$ cat src/rtl/err_pkg.sv
// Shared types and sizing helpers for the IR line-error datapath and its saturating narrow.
package err_pkg;

    typedef enum logic [1:0] {
        IDLE   = 2'd0,
        ACCUM  = 2'd1,
        FINISH = 2'd2
    } err_state_t;

    // One growth bit per weight doubling plus a sign bit keeps the full sum exact.
    function automatic int acc_width(input int ir_w, input int n_pairs);
        return ir_w + n_pairs + 1;
    endfunction

    function automatic int step_width(input int n_pairs);
        return (2 * n_pairs > 2) ? $clog2(2 * n_pairs) : 1;
    endfunction

endpackage

$ cat src/rtl/err_sat.sv
// Combinational saturating narrow of a signed value from IN_W to OUT_W bits, with a clip flag.
module err_sat #(
    parameter int IN_W  = 17,
    parameter int OUT_W = 16
) (
    input  logic signed [IN_W-1:0]  value_i,
    output logic signed [OUT_W-1:0] value_o,
    output logic                    sat_o
);

    generate
        if (IN_W > OUT_W) begin : g_narrow
            // The value fits exactly when every bit above the output sign bit copies it.
            logic [IN_W-OUT_W:0] top_bits;
            logic                fits;

            assign top_bits = value_i[IN_W-1:OUT_W-1];
            assign fits     = (&top_bits) | ~(|top_bits);

            // NOTE: every output gets a value on every path so no latch is inferred.
            always_comb begin
                sat_o   = ~fits;
                value_o = value_i[OUT_W-1:0];
                if (!fits) begin
                    value_o = value_i[IN_W-1] ? {1'b1, {(OUT_W-1){1'b0}}}
                                              : {1'b0, {(OUT_W-1){1'b1}}};
                end
            end
        end else begin : g_wide
            assign value_o = OUT_W'(value_i);
            assign sat_o   = 1'b0;
        end
    endgenerate

endmodule

$ cat src/rtl/err_compute_seq.sv
// Self-sequencing IR line-error datapath: snapshots readings, accumulates weighted differences serially, saturates.
module err_compute_seq
    import err_pkg::*;
#(
    parameter int N_PAIRS = 4,
    parameter int IR_W    = 12,
    parameter int ERR_W   = 16
) (
    input  logic                      clk,
    input  logic                      rst_n,
    input  logic                      start,
    input  logic [N_PAIRS*IR_W-1:0]   IR_R,
    input  logic [N_PAIRS*IR_W-1:0]   IR_L,
    output logic signed [ERR_W-1:0]   error,
    output logic                      busy,
    output logic                      done,
    output logic                      sat
);

    localparam int ACC_W     = acc_width(IR_W, N_PAIRS);
    localparam int STEP_W    = step_width(N_PAIRS);
    localparam int LAST_STEP = 2 * N_PAIRS - 1;

    err_state_t                state_q, state_d;
    logic [N_PAIRS*IR_W-1:0]   r_snap_q, r_snap_d;
    logic [N_PAIRS*IR_W-1:0]   l_snap_q, l_snap_d;
    logic signed [ACC_W-1:0]   acc_q, acc_d;
    logic [STEP_W-1:0]         step_q, step_d;
    logic signed [ERR_W-1:0]   error_q, error_d;
    logic                      sat_q, sat_d;
    logic                      done_q, done_d;
    logic                      busy_q, busy_d;

    int                        pair_idx;
    logic [IR_W-1:0]           reading;
    logic [ACC_W-1:0]          operand;
    logic [ACC_W-1:0]          addend;
    logic signed [ACC_W-1:0]   acc_next;
    logic signed [ERR_W-1:0]   clipped;
    logic                      clipped_flag;

    // Even steps add R_i, odd steps subtract L_i via invert plus carry-in.
    always_comb begin
        pair_idx = int'(step_q >> 1);
        reading  = step_q[0] ? l_snap_q[pair_idx*IR_W +: IR_W]
                             : r_snap_q[pair_idx*IR_W +: IR_W];
        operand  = {{(ACC_W-IR_W){1'b0}}, reading} << pair_idx;
        addend   = step_q[0] ? ~operand : operand;
        acc_next = acc_q + $signed(addend) + $signed(ACC_W'(step_q[0]));
    end

    err_sat #(
        .IN_W  (ACC_W),
        .OUT_W (ERR_W)
    ) u_sat (
        .value_i (acc_q),
        .value_o (clipped),
        .sat_o   (clipped_flag)
    );

    always_comb begin
        state_d  = state_q;
        r_snap_d = r_snap_q;
        l_snap_d = l_snap_q;
        acc_d    = acc_q;
        step_d   = step_q;
        error_d  = error_q;
        sat_d    = sat_q;
        busy_d   = busy_q;
        done_d   = 1'b0;

        case (state_q)
            IDLE: begin
                if (start) begin
                    r_snap_d = IR_R;
                    l_snap_d = IR_L;
                    acc_d    = '0;
                    step_d   = '0;
                    busy_d   = 1'b1;
                    state_d  = ACCUM;
                end
            end
            ACCUM: begin
                acc_d  = acc_next;
                step_d = step_q + 1'b1;
                if (step_q == STEP_W'(LAST_STEP)) begin
                    state_d = FINISH;
                end
            end
            FINISH: begin
                error_d = clipped;
                sat_d   = clipped_flag;
                done_d  = 1'b1;
                busy_d  = 1'b0;
                state_d = IDLE;
            end
            default: state_d = IDLE;
        endcase
    end

    // NOTE: sequential state uses non-blocking assignments so every register samples pre-edge values.
    always_ff @(posedge clk or negedge rst_n) begin
        if (!rst_n) begin
            state_q  <= IDLE;
            r_snap_q <= '0;
            l_snap_q <= '0;
            acc_q    <= '0;
            step_q   <= '0;
            error_q  <= '0;
            sat_q    <= 1'b0;
            done_q   <= 1'b0;
            busy_q   <= 1'b0;
        end else begin
            state_q  <= state_d;
            r_snap_q <= r_snap_d;
            l_snap_q <= l_snap_d;
            acc_q    <= acc_d;
            step_q   <= step_d;
            error_q  <= error_d;
            sat_q    <= sat_d;
            done_q   <= done_d;
            busy_q   <= busy_d;
        end
    end

    assign error = error_q;
    assign sat   = sat_q;
    assign done  = done_q;
    assign busy  = busy_q;

endmodule

$ cat config.mk
export PLATFORM = sky130hd
export DESIGN_NAME = err_compute_seq
export DESIGN_NICKNAME = d
export VERILOG_FILES = /design/src/rtl/err_pkg.sv /design/src/rtl/err_sat.sv /design/src/rtl/err_compute_seq.sv
export SDC_FILE = /design/constraint.sdc
export NUM_CORES = 1
export LEC_CHECK = 0
export ABC_AREA = 1
export CAP_MARGIN = 20
export CORE_ASPECT_RATIO = 2
export CORE_MARGIN = 3
export CORE_UTILIZATION = 45
export DETAILED_ROUTE_END_ITERATION = 7
export GPL_TIMING_DRIVEN = 1
export PLACE_DENSITY = 0.76
export SETUP_SLACK_MARGIN = 0.2
export SYNTH_ARGS = -nofsm -noshare
export SYNTH_HDL_FRONTEND = slang
export SYNTH_SLANG_ARGS = --single-unit
$ cat constraint.sdc
create_clock -name clk -period 3.6 [get_ports clk]
set_input_delay 0.54 -clock clk [delete_from_list [all_inputs] [get_ports clk]]
set_output_delay 0.54 -clock clk [all_outputs]
set_load 0.05 [all_outputs]
Word level (Yosys, flattened, before mapping):

Index checks and enable logic that the tools add are counted.

* flip-flop bits (word level): 137
* latch bits: 0
* RAM bits: 0
* bits in read-only memories: 0
* bits of input ports: 99
* output and inout port bits: 19
* word-level logic and storage cells: 48
* memories: 0

* add/sub/neg operators: 3
* $mul: 1
* divide/modulo/power cells: 0
* order comparisons: 0
* eq/ne operators: 5
* shift operators: 3
* muxes and demuxes: 14
* bitwise logic cells: 4
* reduce and logical (&&, ||, !) cells: 9

Operator list (count)
* $shiftx 48x32->12: 1
* $shiftx 48x7->12: 1
* $mux 17: 2
* $pmux 17 s2: 1
* $mux 16: 2
* $add 17x17->17: 1
* $add 17x2->17: 1
* $not 17->17: 1
* $shl 12x2->17: 1
* $mux 12: 1
* $reduce_and 2->1: 5
* $pmux 3 s2: 1
* $mul 2x2->4 const B: 1
* $mux 2: 2
* $ne 2x2->1 const B: 2
* $pmux 2 s2: 1
* $reduce_bool 2->1: 2
* $add 3x1->3 const B: 1
* $eq 3x3->1 const B: 1
* $mux 3: 1
* $eq 2x1->1 const B: 1
* $eq 2x2->1 const B: 1
* $logic_not 2->1: 1
* $mux 1: 2
* other kinds (4): 5

Logic depth before layout (Yosys ltp):

Gate-level depths: netlist of run 1.

* word-level depth: 9
* mapped depth: 24
* depth with buffers taken out: 22

Cells and area by module:

From an unflattened synthesis of run 1, not the netlist that was laid out.

* cell total of the unflattened synthesis: 993
* area total of the unflattened synthesis: 7459.7 µm²

By module, submodules not included
* err_compute_seq: times used 1, cells an instance 954, area an instance 7214.4 µm², sequential area each 3428.3 µm²
* err_sat: times used 1, cells an instance 39, area an instance 245.2 µm², sequential area each 0.0 µm²

Least setup slack after synthesis of run 1:

OpenSTA, ideal clock, no wires.

* path kind: flip-flop to flip-flop
* start: reg step_q[0]
* end: reg acc_q[13]
* library setup time: 0.119 ns
* data arrival time: 2.728 ns
* data required time: 3.481 ns
* slack: 0.753 ns
* stages on the path, launching flop included: 21
* buffers on the path: 3
* period minus slack after synthesis: 2.847 ns
* cell sequence: dfrtp_1 -> buf_6 -> inv_6 -> buf_6 -> buf_6 -> nor2_2 -> o22ai_1 -> nand2_1 -> nand2_1 -> nand2_1 -> o21ai_1 -> mux2i_1 -> xor2_1 -> ha_1 -> a21o_1 -> a31oi_1 -> o21ai_0 -> a21boi_0 -> nand3_1 -> nand3_1 -> nand2_1

* cells in the longest elaborated chain, start to end: 7

RTL lines
* start, declared: RTL line err_compute_seq.sv:28 `logic [STEP_W-1:0] step_q, step_d;`
* start signal, assigned: RTL line err_compute_seq.sv:118 `step_q <= step_d;`
* $mux 12: RTL line err_compute_seq.sv:45 `reading = step_q[0] ? l_snap_q[pair_idx*IR_W +: IR_W]`
* $shl 12x2->17: RTL line err_compute_seq.sv:47 `operand = {{(ACC_W-IR_W){1'b0}}, reading} << pair_idx;`
* $not 17->17: RTL line err_compute_seq.sv:48 `addend = step_q[0] ? ~operand : operand;`
* $mux 17: RTL line err_compute_seq.sv:48
* $add 17x17->17: RTL line err_compute_seq.sv:49 `acc_next = acc_q + $signed(addend) + $signed(ACC_W'(step_q[0]));`
* $add 17x2->17 *: RTL line err_compute_seq.sv:49
* $pmux 17 s2 *: RTL line err_compute_seq.sv:72 `case (state_q)`
* end signal, assigned: RTL line err_compute_seq.sv:107 `acc_q <= '0;`
* end signal, assigned: RTL line err_compute_seq.sv:117 `acc_q <= acc_d;`
* end, declared: RTL line err_compute_seq.sv:27 `logic signed [ACC_W-1:0] acc_q, acc_d;`

Mark *: on every way between the ends. The rest lies on a longest branch, timed or not.
A chain may end at the register's enable or synchronous reset.

Worst setup path after layout of run 1:

* start: reg step_q[0]
* end: reg acc_q[14]

The elaborated chain is that of the path after synthesis.

==> results of run 1 <==
==> registers in the layout, indices dropped and copies added, names as in the netlist <==
name	flops
r_snap_q	48
error	16
step_q	3
sat	1
l_snap_q	48
done	1
state_q	2
acc_q	17
busy	1
==> cells in the mapped netlist (all sizes together) (3+ instances only) <==
| cell type | instances | area, um^2 |
|---|---|---|
| mux2i | 3 | 30.0 |
| xor2 | 17 | 149 |
| dfrtp | 137 | 3430 |
| a31oi | 3 | 18.8 |
| ha | 19 | 238 |
| nand2 | 427 | 1620 |
| nand3 | 20 | 110 |
| buf | 30 | 206 |
| o21ai | 93 | 473 |
| nor2 | 76 | 295 |
| o22ai | 22 | 144 |
| inv | 38 | 148 |
| a21oi | 31 | 155 |
| xnor2 | 3 | 26.3 |
| clkbuf | 20 | 75.1 |
| nand4 | 4 | 31.3 |
==> stage by stage <==
step                hold WS (ns)  area [um^2]  setup slack, ns  cells  utilization, %
global placement           0.452         8600            0.183   1248            54.5
CTS                        0.204         9210            0.204   1280            58.4
global route               0.248         9360            0.126   1285            59.3
floorplan                  0.244         7240            0.753    954               -
finish                     0.176         9360            0.364   1285            59.3
detailed placement         0.453         8600            0.140   1248            54.5
==> area by class of cell <==
cell class	instances	area [um^2]	area share, %
clock inverters	13	168	1.79
flip-flops and latches	137	3430	36.7
clock buffers	19	443	4.73
inverters	39	168	1.79
repair buffers	148	1450	15.5
well taps	201	251	2.69
multi-input cells	728	3440	36.8
==> worst paths after layout <==
path / slack [ns] / cells after the start / to
max: 0.36 / 21 / acc_q[14]$_DFFE_PN0P_
min: 0.18 / 1 / error[8]$_DFFE_PN0P_
max reg2reg: 0.36 / 21 / acc_q[14]$_DFFE_PN0P_
min reg2reg: 0.47 / 2 / l_snap_q[25]$_DFFE_PN0P_
max in group asynchronous: 2.59 / 2 / r_snap_q[18]$_DFFE_PN0P_
min in group clk: 0.47 / 2 / l_snap_q[25]$_DFFE_PN0P_
==> kinds of logic after synthesis <==
kind of cell,count (synthesis),synth area share (%)
flip-flops,137,47.4
AO/OA/AOI/OAI,155,11.6
adder cells (fa/ha/maj),20,3.56
XOR/XNOR,20,2.42
buffers and inverters,89,5.98
multiplexers,3,0.415
AND/OR/NAND/NOR,530,28.7
==> layer usage <==
layer	routed length [um]	share of wire, %
met3	622	2.9
met1	7160	34
met2	11900	56
met4	1610	7.5
met5	0	0
==> timing repair <==
item / 4_1_cts / 5_1_grt
buffers inserted: 0 / 4
endpoints found under the setup margin: 3 / 12
pin swaps: 0 / 5
resized for setup: 3 / 29
cloned: 0 / 1
==> results.json, run 1 <==
{
  "cap_violations": 0,
  "hold_viol": 0,
  "grt_pass1_wl_mm": 33.2,
  "worstSetupEndpointType": "register",
  "syn-cell-area_um2": 7240,
  "worstSetupPathType": "register to register",
  "syn_avg_cell_area_um2": 7.59,
  "crit_path_frequent_cell": "nand2_1",
  "timing.final.crit_share_pct": 89.9,
  "setup_tns_ns": 0,
  "first_iter_violations": 418,
  "clkSinkCount": 137,
  "grt_usage_pct": 24.9,
  "gp_congestion": 0.955,
  "worst-slew-pin-transition_ns": 0.827,
  "grt_pass1_vias": 6615,
  "fillers": 1436,
  "cp_top_family": "compound AO/OA/AOI/OAI gates",
  "yosysWarnings": 0,
  "ys_ff_latch": 137,
  "routed_wl_mm": 21.3,
  "critPathLaunchType": "register",
  "drive_gt1_share_pct": 9.04,
  "synth-edff-count": 0,
  "async_flop_share_pct": 100,
  "row_count": 65,
  "start_util_pct": 45.9,
  "synth_cell_types": 39,
  "busiest_layer": "met2",
  "path_clk_slew_ns": 0.06,
  "first_pass_iters": 5,
  "viasPerCell": 5.21,
  "final_nets": 1190,
  "final_common_cell": "nand2_1",
  "n_antenna_cell": 0,
  "critPathBufInv": 4,
  "crit_start": "step_q[0]$_DFFE_PN0P_",
  "cp_slowest_cell": "dfrtp_2",
  "io_pins": 118,
  "grt_max_degree": 86,
  "antenna_found_initial": 0,
  "ctsHoldBuffers": 0,
  "numCtsBuffers": 17,
  "cts-root-buf": "clkbuf_16",
  "drc": 0,
  "num_vias": 6700,
  "portBuffers": 117,
  "worstPathMaxFanout": 42,
  "worstReg2RegStart": "step_q[0]$_DFFE_PN0P_",
  "cts_tree": "done",
  "fp.dieArea_um2": 17700,
  "die_width_um": 95.7,
  "wire_per_inst_um": 16.6,
  "use_met2_pct": 46.3,
  "finClkSkew_ns": 0.0185,
  "met3_usage_pct": 2.76,
  "slew_headroom_pct": 44.9,
  "syn_nets": 1073,
  "rsz0062_at_grt": "true",
  "slew_violations": 0,
  "postSynthCellCount": 954,
  "dp_hpwl_mm": 16.0,
  "cp_cell_sequence": "buf_12 -> inv_16 -> o21ai_0 -> o22ai_1 -> nand2_1 -> nand2_1 -> inv_1 -> o21ai_0 -> inv_1 -> nand2_1 -> o21ai_2 -> xor2_1 -> ha_1 -> a21oi_1 -> o21ai_1 -> nand2_1 -> nand4_1 -> a31o_2 -> a21oi_1 -> o21ai_0 -> nand2_1",
  "core_um2": 15800,
  "period_needed_ns": 3.24,
  "postRouteAntennaNets": 0,
  "cts_max_path_buffers": 2,
  "worstPathArrival_ns": 3.59,
  "overflow": 0,
  "clk_latency_ns": 0.43,
  "ys.flop_type": "dfrtp_1",
  "finalSetupViolCount": 0,
  "use_met1_pct": 24.7,
  "fmax_mhz": 309,
  "die_y_um": 185,
  "status": "completed",
  "syn_to_final_growth_pct": 29.2,
  "seq_area_frac_synth_pct": 47.4,
  "h-tree-depth": 4,
  "layout_common_cells": "nand2_1, dfrtp_1, clkdlybuf4s50_1, nor2_1, o21ai_0",
  "worstPathRequired_ns": 3.95,
  "hp-class": "input port to async pin",
  "critPathMaxStageDelay_ns": 0.43
}
Power of run 1 is not shown: default switching activity piles up to over one toggle a cycle in this logic, so the estimate is an artifact.
==> run 2: changes to the inputs <==
Settings changed: ABC_CLOCK_PERIOD_IN_PS from default to 3600.
==> results of run 2 <==
Final layout, timing and power as in run 1 (identical DEF).
Power of run 2 is left out for the same reason.
